File: src/rtl/multicycle_control_fsm.sv
// Multicycle control unit for the 16-bit accumulator datapath: sequences each instruction
// through FETCH/DECODE/MEM/EXEC/WB states, drives all datapath strobes, counts retirements.
module multicycle_control_fsm #(
  parameter int         CNT_W   = 16,
  parameter logic [3:0] HALT_OP = 4'hF
) (
  input  logic             Clock,
  input  logic             Reset,
  input  logic [3:0]       Opcode,
  input  logic             isZero,
  output logic             PCWrite,
  output logic [1:0]       PCSource,
  output logic             IRWrite,
  output logic             MemRead,
  output logic             MemWrite,
  output logic             MemAddrSrc,
  output logic             ALUSrcA,
  output logic [1:0]       ALUSrcB,
  output logic [2:0]       ALUOp,
  output logic             AccWrite,
  output logic             AccSrc,
  output logic             Halted,
  output logic [2:0]       State,
  output logic [CNT_W-1:0] InstrCount
);

  typedef enum logic [2:0] {
    FETCH  = 3'd0,
    DECODE = 3'd1,
    MEM_RD = 3'd2,
    EXEC   = 3'd3,
    WB     = 3'd4,
    MEM_WR = 3'd5,
    BRANCH = 3'd6,
    HALT   = 3'd7
  } state_t;

  localparam logic [3:0] OP_LOAD  = 4'h4;
  localparam logic [3:0] OP_STORE = 4'h5;
  localparam logic [3:0] OP_LI    = 4'h6;
  localparam logic [3:0] OP_ADDI  = 4'h7;
  localparam logic [3:0] OP_BEQZ  = 4'h8;
  localparam logic [3:0] OP_BNEZ  = 4'h9;
  localparam logic [3:0] OP_JUMP  = 4'hA;

  localparam logic [2:0] ALU_ADD   = 3'b000;
  localparam logic [2:0] ALU_PASSB = 3'b100;

  state_t           state_q, state_d;
  logic [3:0]       op_q;
  logic [CNT_W-1:0] cnt_q;
  logic             retire;

  always_ff @(posedge Clock) begin
    if (Reset) begin
      state_q <= FETCH;
      op_q    <= 4'h0;
      cnt_q   <= '0;
    end else begin
      state_q <= state_d;
      if (state_q == DECODE) op_q <= Opcode;
      if (retire) cnt_q <= cnt_q + CNT_W'(1);
    end
  end

  // DECODE steers from the live Opcode port; op_q only becomes valid after this cycle.
  always_comb begin
    state_d = state_q;
    case (state_q)
      FETCH:  state_d = DECODE;
      DECODE: begin
        if (Opcode == HALT_OP)       state_d = HALT;
        else if (Opcode <= OP_LOAD)  state_d = MEM_RD;
        else if (Opcode == OP_STORE) state_d = MEM_WR;
        else if (Opcode <= OP_ADDI)  state_d = EXEC;
        else if (Opcode <= OP_JUMP)  state_d = BRANCH;
        else                         state_d = FETCH;
      end
      MEM_RD: state_d = (op_q == OP_LOAD) ? WB : EXEC;
      EXEC:   state_d = WB;
      WB:     state_d = FETCH;
      MEM_WR: state_d = FETCH;
      BRANCH: state_d = FETCH;
      HALT:   state_d = HALT;
      default: state_d = FETCH;
    endcase
  end

  assign retire = (state_d == FETCH) &&
                  (state_q == DECODE || state_q == WB || state_q == MEM_WR || state_q == BRANCH);

  // Reset masks every strobe combinationally so an aborted instruction writes nothing.
  always_comb begin
    PCWrite    = 1'b0;
    PCSource   = 2'b00;
    IRWrite    = 1'b0;
    MemRead    = 1'b0;
    MemWrite   = 1'b0;
    MemAddrSrc = 1'b0;
    ALUSrcA    = 1'b0;
    ALUSrcB    = 2'b00;
    ALUOp      = ALU_ADD;
    AccWrite   = 1'b0;
    AccSrc     = 1'b0;
    if (!Reset) begin
      case (state_q)
        FETCH: begin
          MemRead = 1'b1;
          IRWrite = 1'b1;
          PCWrite = 1'b1;
        end
        MEM_RD: begin
          MemRead    = 1'b1;
          MemAddrSrc = 1'b1;
        end
        EXEC: begin
          ALUSrcA = 1'b1;
          if (op_q <= 4'h3) begin
            ALUSrcB = 2'b01;
            ALUOp   = op_q[2:0];
          end else if (op_q == OP_ADDI) begin
            ALUSrcB = 2'b10;
            ALUOp   = ALU_ADD;
          end else if (op_q == OP_LI) begin
            ALUSrcB = 2'b10;
            ALUOp   = ALU_PASSB;
          end
        end
        WB: begin
          AccWrite = 1'b1;
          AccSrc   = (op_q == OP_LOAD);
        end
        MEM_WR: begin
          MemWrite   = 1'b1;
          MemAddrSrc = 1'b1;
        end
        BRANCH: begin
          PCSource = 2'b01;
          PCWrite  = (op_q == OP_JUMP) || ((op_q == OP_BEQZ) && isZero) ||
                     ((op_q == OP_BNEZ) && !isZero);
        end
        default: ;
      endcase
    end
  end

  assign Halted     = !Reset && (state_q == HALT);
  assign State      = state_q;
  assign InstrCount = cnt_q;

endmodule

File: config.mk
export PLATFORM = sky130hd
export DESIGN_NAME = multicycle_control_fsm
export DESIGN_NICKNAME = d
export VERILOG_FILES = /design/src/rtl/multicycle_control_fsm.sv
export SDC_FILE = /design/constraint.sdc
export NUM_CORES = 1
export LEC_CHECK = 0
export BUFFER_PORTS_ARGS = -buffer_cell sky130_fd_sc_hd__buf_2
export CAP_MARGIN = 20
export CORE_UTILIZATION = 54
export DETAILED_ROUTE_END_ITERATION = 10
export PLACE_DENSITY = 0.84
export SLEW_MARGIN = 10
export SYNTH_ARGS = -nofsm -noshare
export SYNTH_HDL_FRONTEND = slang
export SYNTH_SLANG_ARGS = --single-unit
File: constraint.sdc
create_clock -name Clock -period 4.5 [get_ports Clock]
set_input_delay 1.35 -clock Clock [delete_from_list [all_inputs] [get_ports Clock]]
set_output_delay 1.35 -clock Clock [all_outputs]
set_load 0.01 [all_outputs]
## Yosys cells after proc, flatten, opt, wreduce, memory -nomap -nowiden

Cells that the tools add are included.

| storage, ports and cells | value |
|---|---|
| register bits | 23 |
| latch bits | 0 |
| RAM bits | 0 |
| memory bits (read-only) | 0 |
| input bits | 7 |
| output and inout bits | 35 |
| word-level logic and storage cells | 74 |
| memories kept | 0 |

| operators by class | value |
|---|---|
| $add $sub $neg | 1 |
| multipliers | 0 |
| div/mod/pow operators | 0 |
| magnitude comparators | 4 |
| equality and inequality tests | 15 |
| shift operators | 0 |
| muxes and demuxes | 35 |
| bitwise gates (word level) | 0 |
| reduce and logical (&&, ||, !) cells | 16 |

Operator list:

| cell | number |
|---|---|
| 3-bit 2-to-1 mux | 11 |
| 3-bit one-hot mux with 6 select lines | 1 |
| 1-bit 2-to-1 mux | 17 |
| 16-bit by 1-bit adder with 16-bit output (second input constant) | 1 |
| 4-bit by 3-bit == test with 1-bit output (second input constant) | 4 |
| 4-bit == test (second input constant) | 4 |
| 3-bit == test (second input constant) | 4 |
| 2-bit 2-to-1 mux | 5 |
| 4-bit by 3-bit less-or-equal comparator with 1-bit output (second input constant) | 2 |
| 3-bit by 2-bit == test with 1-bit output (second input constant) | 2 |
| 3-bit zero test | 2 |
| 1-bit logical OR | 5 |
| 4-bit by 2-bit less-or-equal comparator with 1-bit output (second input constant) | 1 |
| 4-bit less-or-equal comparator (second input constant) | 1 |
| 1-bit logical AND | 4 |
| 2-bit OR reduction | 2 |
| 3-bit by 1-bit == test with 1-bit output (second input constant) | 1 |
| 3-bit OR reduction | 1 |
| 1-bit zero test | 2 |
| 1-bit one-hot mux with 2 select lines | 1 |

## Depth between registers and ports, before layout

Gate-level depths: netlist of the first run.

| depth | value |
|---|---|
| depth in word-level cells | 9 |
| gate-level depth with buffers | 7 |
| mapped depth without buffers | 6 |

## Worst setup path after synthesis of the first run

No wires, ideal clock.

| path | value |
|---|---|
| kind | in2out |
| from | in Reset |
| to | out PCWrite |
| arrival time | 2.182 ns |
| required time | 3.150 ns |
| slack | 0.968 ns |
| stages | 3 |
| buffers on the path | 0 |
| cells stage by stage | nand2b_1 nor3b_1 a41o_1 |

| on the way | value |
|---|---|
| word-level cells in the longest chain between the ends | 1 |

Ends and longest elaborated chain:

| what | RTL line | source |
|---|---|---|
| start, declared | 8 | `input logic Reset,` |
| 1-bit 2-to-1 mux | 105 | `if (!Reset) begin` |
| end, declared | 11 | `output logic PCWrite,` |

No other way between the ends.

## Worst setup path after layout of the first run

| path | value |
|---|---|
| from | in Reset |
| to | out ALUOp[2] |

| on the way | value |
|---|---|
| word-level cells in the longest chain between the ends | 1 |

Ends and longest elaborated chain:

| what | RTL line | source |
|---|---|---|
| 3-bit 2-to-1 mux | 105 |  |
| end, declared | 19 | `output logic [2:0] ALUOp,` |

No other way between the ends.

==> results of run 1 <==
[placed cells by master, fill, tap and decap left out, types with 2 or more instances in the layout]
cell      Yosys  routed
clkbuf_4      0       3
nor2_1       26      26
nor4b_1       2       2
nand3b_1      3       3
a21oi_1       7       7
dfxtp_1      23      23
buf_2         3      40
and4_1        4       4
o21ai_0       2       2
nand3_1       5       5
nor4_1       12      12
and2_1        6       6
mux2i_1       4       4
nor2b_1       2       2
nor3_1        6       6
nand2b_1      3       3
nand2_1       5       5
nor3b_1       2       2
nand4_1       6       6
and3_1        3       3
xnor2_1      14      14
[metrics by stage]
step | area [µm²] | util | hold WS (ns) | worst slack (ns) | instances
floorplan | 1350 | - | 0.507 | 0.968 | 167
global placement | 1540 | 0.676 | 0.494 | 0.683 | 223
detailed placement | 1540 | 0.676 | 0.506 | 0.565 | 223
CTS | 1570 | 0.688 | 0.532 | 0.569 | 227
global route | 1570 | 0.688 | 0.597 | 0.274 | 227
finish | 1570 | 0.688 | 0.524 | 0.537 | 227
[tightest hold or removal path, delay by kind of cell, from the launching register on]
| kind | cells | cell delay (ns) |
|---|---|---|
| compound gates | 2 | 0.14 |
| flops | 1 | 0.35 |
[logic make-up after synthesis]
kind of cell / count (synthesis) / share of synthesized area
buffers and inverters: 14 / 0.0444
AO/OA/AOI/OAI: 16 / 0.0786
AND/OR/NAND/NOR: 92 / 0.389
flip-flops: 23 / 0.340
other: 1 / 0.00277
XOR/XNOR: 15 / 0.0971
adder cells (fa/ha/maj): 1 / 0.00925
multiplexers: 5 / 0.0379
[layer usage]
metal	track usage	wire, µm	vias up
li1	-	-	656
met1	0.282	1350	614
met2	0.468	1520	57
met3	0.0263	158	11
met4	0.126	69	0
met5	0	0	-
[where the power goes]
group          switching (W)   total, W  internal, W
clock              0.0000618  0.0000952    0.0000333
combinational      0.0000582   0.000102    0.0000436
sequential         0.0000208   0.000235     0.000214
total               0.000141   0.000432     0.000291
[cell type report]
| type | instances | share of cell area |
|---|---|---|
| Tap cell | 28 | 0.0224 |
| Clock inverter | 1 | 0.00319 |
| Inverter | 1 | 0.00240 |
| Clock buffer | 3 | 0.0144 |
| Sequential cell | 23 | 0.294 |
| Multi-Input combinational cell | 130 | 0.531 |
| Timing Repair Buffer | 41 | 0.133 |
[worst paths after layout]
| check | startpoint | end | slack (ns) |
|---|---|---|---|
| max reg2reg | State[2] | InstrCount[14] | 2.00 |
| max | Reset | ALUOp[2] | 0.54 |
| min reg2reg | InstrCount[14] | InstrCount[14] | 0.52 |
| min | InstrCount[14] | InstrCount[14] | 0.52 |
[state kept, by name, indices dropped and copies added (netlist names)]
signal      flops
State           3
op_q            4
InstrCount     16
==> results.cfg, run 1 <==
[status]
status = complete, no violations

[pwr]
p_leak_nw = 0.659
ir_drop_uv = 217
p_per_area_mw_per_mm2 = 276
power.total_w = 0.000432

[clocking]
cts_root_buf = clkbuf_4
clk_pin_slew_ns = 0.11
clock_sinks = 23
numCtsBuffers = 3
post_cts_buffers = 0
cts_tree = yes
clockBufferDepth = 2
insertion_delay_ns = 0.32
postCtsResizedCells = 0
ctsHoldBuffers = 0
h-tree-depth = 1

[setup_path]
end_kind = primary output
crit_chain = buf_2, nor4_1, and3_1, nor2b_1, buf_2
r2r_cells = 5
arrival_ns = 2.61
cp_num_buf_inv = 2
crit_fanout = 30
criticalPathCategory = input pin to primary output
crit_family = simple AND/OR/NAND/NOR gates
worst_path_max_delay_cell = nor4_1
start_kind = input pin
cp_common_cell = buf_2
critPathRequiredTime_ns = 3.15
cpPeakStageDelay_ns = 0.49
crit_cells = 5

[hold_path]
hold_depth = 2
hp-class = flop to flop

[die]
die-area_mm2 = 0.00271
core_area_mm2 = 0.00228
pin_count = 42
die_x_um = 52.0
start_util = 0.594
die_y_um = 52.0
rows = 17

[logic_synthesis]
ys_seq_elements = 23
synth_cell_types = 42
synthTopCellsByArea = dfxtp_1 34%, xnor2_1 9.1%, nor2_1 7.2%
synth_nets = 175
synthCells = 167
synth_area_per_cell_um2 = 8.10
syn-cell-area_mm2 = 0.00135
synth-warning-count = 0
ys_seq_area_frac = 0.340
async_flop_share = 0
yosysMostFrequentCell = nor2_1
ys.flop_type = dfxtp_1
yosysTopAreaCellShare = 0.340
synth_edf_count = 0
netlist.top_cell.by_area = dfxtp_1
yosys-top-cells-count = 26 x nor2_1, 23 x dfxtp_1, 14 x xnor2_1

[route]
drt_pass1_iterations = 5
postRouteAntennaNets = 0
drt-wirelength-per-cell_um = 13.6
drcViolationCount = 0
wirelength_um = 3090
drtIter0Drc = 26
vias_per_cell = 5.89
via_count = 1338

[job]
max_cap_violations = 0

[grt]
grt.overflow.total = 0
grt_pass1_wl_um = 5180
grt_max_degree = 31
grt_pass1_vias = 1237
grt_antenna_before_repair = 0
grt.total_usage = 0.253

[cells_and_area]
n_antenna_cell = 0
nFillCells = 196
nets = 208
multi_input_area_um2 = 832
regArea_um2 = 460
area_growth_syn_to_layout_pct = 15.8
drive_gt1_frac = 0.261

[place]
finalWeightedCongestion = 0.865
dpl.hpwl_um = 2180
port_buffers = 40

[timing]
slew_viol_final = 0
skew_ns = 0.0153
hold_violations = 0
relSlewSlack = 0.332
min_period_ns = 3.96
grt_setup_unrepaired = false
fmax_ghz = 0.252
setup_viol = 0
tightest_slew_ns = 1.00
final.setup.tns_ns = 0
fin_crit_sh = 0.881
(Power assumes the default switching activity.)
==> run 2: changes to the inputs <==
--- a/config.mk
+++ b/config.mk
@@ -9,7 +9,7 @@
 export CAP_MARGIN = 20
 export CORE_UTILIZATION = 54
 export DETAILED_ROUTE_END_ITERATION = 10
-export PLACE_DENSITY = 0.84
+export PLACE_DENSITY_LB_ADDON = 0.1
 export SLEW_MARGIN = 10
 export SYNTH_ARGS = -nofsm -noshare
 export SYNTH_HDL_FRONTEND = slang
==> results.cfg, run 2 (synthesis results as in run 1) <==
[setup_path]
critPathRequiredTime_ns = 3.15
r2r_cells = 5
end_kind = primary output
arrival_ns = 2.56
start_kind = input pin
crit_fanout = 30
criticalPathCategory = input pin to primary output

[grt]
grt.overflow.total = 0
grt_pass1_wl_um = 5050
grt.total_usage = 0.248
grt_pass1_vias = 1141
grt_antenna_before_repair = 0
grt_max_degree = 31

[timing]
whs_ns = 0.517
fin_crit_sh = 0.869
relSlewSlack = 0.328
final.setup.tns_ns = 0
slew_viol_final = 0
hold_violations = 0
timing.final.ws_setup_ns = 0.590
fmax_ghz = 0.256
tightest_slew_ns = 1.01
grt_setup_unrepaired = false
min_period_ns = 3.91
setup_viol = 0
skew_ns = 0.00586

[pwr]
p_leak_nw = 0.656
power.total_w = 0.000432
ir_drop_uv = 179
p_per_area_mw_per_mm2 = 276

[place]
finalWeightedCongestion = 0.805
port_buffers = 40
post_dp_cell_area_mm2 = 0.00154
place_ws_ns = 0.595
dpl.hpwl_um = 2160

[route]
drt-wirelength-per-cell_um = 13.2
drt_pass1_iterations = 5
via_count = 1289
wirelength_um = 3000
drtIter0Drc = 32
vias_per_cell = 5.68
drcViolationCount = 0
postRouteAntennaNets = 0

[cells_and_area]
largest_reg_flops = 16
nets = 208
most-common-layout-cells = 40 x buf_2, 26 x nor2_1, 23 x dfxtp_1
n_antenna_cell = 0
drive_gt1_frac = 0.256
final_common_cell = buf_2
area_growth_syn_to_layout_pct = 15.7
design_area_mm2 = 0.00157

[clocking]
numCtsBuffers = 3
clockBufferDepth = 2
insertion_delay_ns = 0.31
clock_sinks = 23
cts_tree = yes
post_cts_buffers = 0
ctsHoldBuffers = 0
cts_root_buf = clkbuf_4
postCtsResizedCells = 0
h-tree-depth = 1
clk_pin_slew_ns = 0.12

[status]
status = complete, no violations

[die]
rows = 17
core_area_mm2 = 0.00228
die_x_um = 52.0
die_y_um = 52.0
start_util = 0.594
pin_count = 42
die-area_mm2 = 0.00271

[job]
max_cap_violations = 0

[hold_path]
hold_depth = 2
hp-class = flop to flop
==> run 2: where the power goes <==
part	internal, W	switching (W)
clock	0.0000347	0.0000588
combinational	0.0000435	0.0000596
sequential	0.000214	0.0000211
total	0.000293	0.000139
==> run 2: layer usage <==
| layer | vias up | routed length [µm] | share of wire | track usage |
|---|---|---|---|---|
| li1 | 662 | - | - | - |
| met1 | 584 | 1410 | 0.47 | 0.325 |
| met2 | 38 | 1410 | 0.47 | 0.417 |
| met3 | 5 | 163 | 0.054 | 0.0526 |
| met4 | 0 | 23 | 0.0077 | 0.0495 |
| met5 | - | 0 | 0 | 0 |
==> run 2: worst paths after layout <==
check / slack (ns) / from / end
setup reg to reg: 2.05 / State[2] / InstrCount[14]
setup / recovery: 0.59 / Reset / ALUOp[2]
hold / removal: 0.52 / InstrCount[14] / InstrCount[14]
hold reg to reg: 0.52 / InstrCount[14] / InstrCount[14]
==> run 2: area by class of cell <==
class | instances | area, µm²
fillers | 210 | 711
flip-flops and latches | 23 | 460
repair buffers | 41 | 208
inverters | 1 | 3.75
multi-input cells | 130 | 832
well taps | 28 | 35.0
clock buffers | 4 | 26.3
==> run 2: per-stage QoR <==
step,util,cells
4_1_cts,0.688,227
3_5_place_dp,0.676,223
5_1_grt,0.688,227
6_report,0.688,227
2_1_floorplan,-,167
3_3_place_gp,0.676,223
==> run 2: critical path: stages <==
cell and delay (ns):
buf_2 0.26, nor4_1 0.47, and3_1 0.23, nor2b_1 0.11
buf_2 0.13
==> run 3: changes to the inputs <==
--- a/config.mk
+++ b/config.mk
@@ -5,7 +5,7 @@
 export SDC_FILE = /design/constraint.sdc
 export NUM_CORES = 1
 export LEC_CHECK = 0
-export BUFFER_PORTS_ARGS = -buffer_cell sky130_fd_sc_hd__buf_2
+export BUFFER_PORTS_ARGS = -buffer_cell sky130_fd_sc_hd__buf_4
 export CAP_MARGIN = 20
 export CORE_UTILIZATION = 54
 export DETAILED_ROUTE_END_ITERATION = 10
==> results.cfg, run 3 (synthesis results as in run 1) <==
[timing]
hold_violations = 0
final.setup.tns_ns = 0
tightest_slew_ns = 1.02
fin_crit_sh = 0.861
min_period_ns = 3.87
skew_ns = 0.00389
setup_viol = 0
fmax_ghz = 0.258
grt_setup_unrepaired = false
slew_viol_final = 0
relSlewSlack = 0.322

[setup_path]
rrSetupSlack_ns = 2.04
end_kind = primary output
worst_path_max_delay_cell = nor4_1
crit_fanout = 30
criticalPathCategory = input pin to primary output
arrival_ns = 2.52
start_kind = input pin
crit_family = simple AND/OR/NAND/NOR gates
crit_chain = buf_4, nor4_1, and3_1, nor2b_1, buf_4
cp_common_cell = buf_4
cpPeakStageDelay_ns = 0.43
critPathRequiredTime_ns = 3.15
cp_num_buf_inv = 2

[die]
rows = 17
die_y_um = 52.0
start_util = 0.594
pin_count = 42
die_x_um = 52.0
core_area_mm2 = 0.00228
die-area_mm2 = 0.00271

[grt]
grt_pass1_wl_um = 4910
grt.total_usage = 0.242
grt_max_degree = 31
grt_antenna_before_repair = 0
grt_pass1_vias = 1080
grt.overflow.total = 0

[clocking]
cts_root_buf = clkbuf_4
cts_tree = yes
numCtsBuffers = 3
h-tree-depth = 1
postCtsResizedCells = 0
insertion_delay_ns = 0.31
clock_sinks = 23
clk_pin_slew_ns = 0.13
ctsHoldBuffers = 0
post_cts_buffers = 0
clockBufferDepth = 2

[pwr]
ir_drop_uv = 226
p_leak_nw = 0.663
p_per_area_mw_per_mm2 = 268

[cells_and_area]
n_antenna_cell = 0
largest_reg_flops = 16
nFillCells = 198
drive_gt1_frac = 0.261
area_growth_syn_to_layout_pct = 23.2
nets = 208
most-common-layout-cells = 41 x buf_4, 26 x nor2_1, 23 x dfxtp_1
final_common_cell = buf_4
utilization = 0.732

[place]
finalWeightedCongestion = 0.816
port_buffers = 40
dpl.hpwl_um = 2180

[route]
via_count = 1324
drtIter0Drc = 26
drcViolationCount = 0
vias_per_cell = 5.83
drt_pass1_iterations = 5
wirelength_um = 3110
postRouteAntennaNets = 0
drt-wirelength-per-cell_um = 13.7

[job]
max_cap_violations = 0

[status]
status = complete, no violations

[hold_path]
hp-class = flop to flop
[run 3: cell count changes in the layout (fill, tap and decap cells not counted), sizes merged]
cell    before  now
clkbuf       4    3
clkinv       0    1
[run 3: where the power goes]
group / total (W) / internal [W] / switching [W]
Combinational: 0.000112 / 0.0000517 / 0.0000602
Sequential: 0.000236 / 0.000214 / 0.0000219
Clock: 0.0000984 / 0.0000332 / 0.0000651
[run 3: worst paths after layout]
kind / from / to / depth (start not counted)
setup / recovery: Reset / ALUOp[2] / 5
hold / removal: InstrCount[14] / InstrCount[14] / 2
setup reg to reg: State[2] / InstrCount[15] / 5
hold reg to reg: InstrCount[14] / InstrCount[14] / 2
[run 3: through the flow]
stage / std cells / instance area (µm²) / power, W / setup WS [ns] / hold slack [ns]
after global routing: 227 / 1670 / 0.000468 / 0.462 / 0.561
after global placement: 223 / 1640 / 0.000347 / 0.760 / 0.494
after floorplan: 167 / 1350 / 0.000313 / 0.968 / 0.507
after detailed placement: 223 / 1640 / 0.000352 / 0.624 / 0.498
final: 227 / 1670 / 0.000447 / 0.627 / 0.530
after CTS: 227 / 1670 / 0.000448 / 0.626 / 0.517
[run 3: worst min-delay path, delay by kind of cell (launching register included)]
| kind | cells | cell delay, ns |
|---|---|---|
| flip-flops | 1 | 0.36 |
| AO/OA/AOI/OAI | 2 | 0.14 |
[run 3: area by class of cell]
cell class	count	area [µm²]	area share
multi-input combinational	130	832	0.499
timing repair buffer	41	308	0.185
inverter	1	3.75	0.00225
tap	28	35.0	0.0210
clock buffer	3	22.5	0.0135
clock inverter	1	5.00	0.00300
sequential	23	460	0.276
[run 3: metal layers]
| layer | track usage | share of wire |
|---|---|---|
| met2 | 0.378 | 0.45 |
| met3 | 0.0380 | 0.034 |
| met4 | 0.0676 | 0.0093 |
| met5 | 0 | 0 |
| met1 | 0.341 | 0.50 |
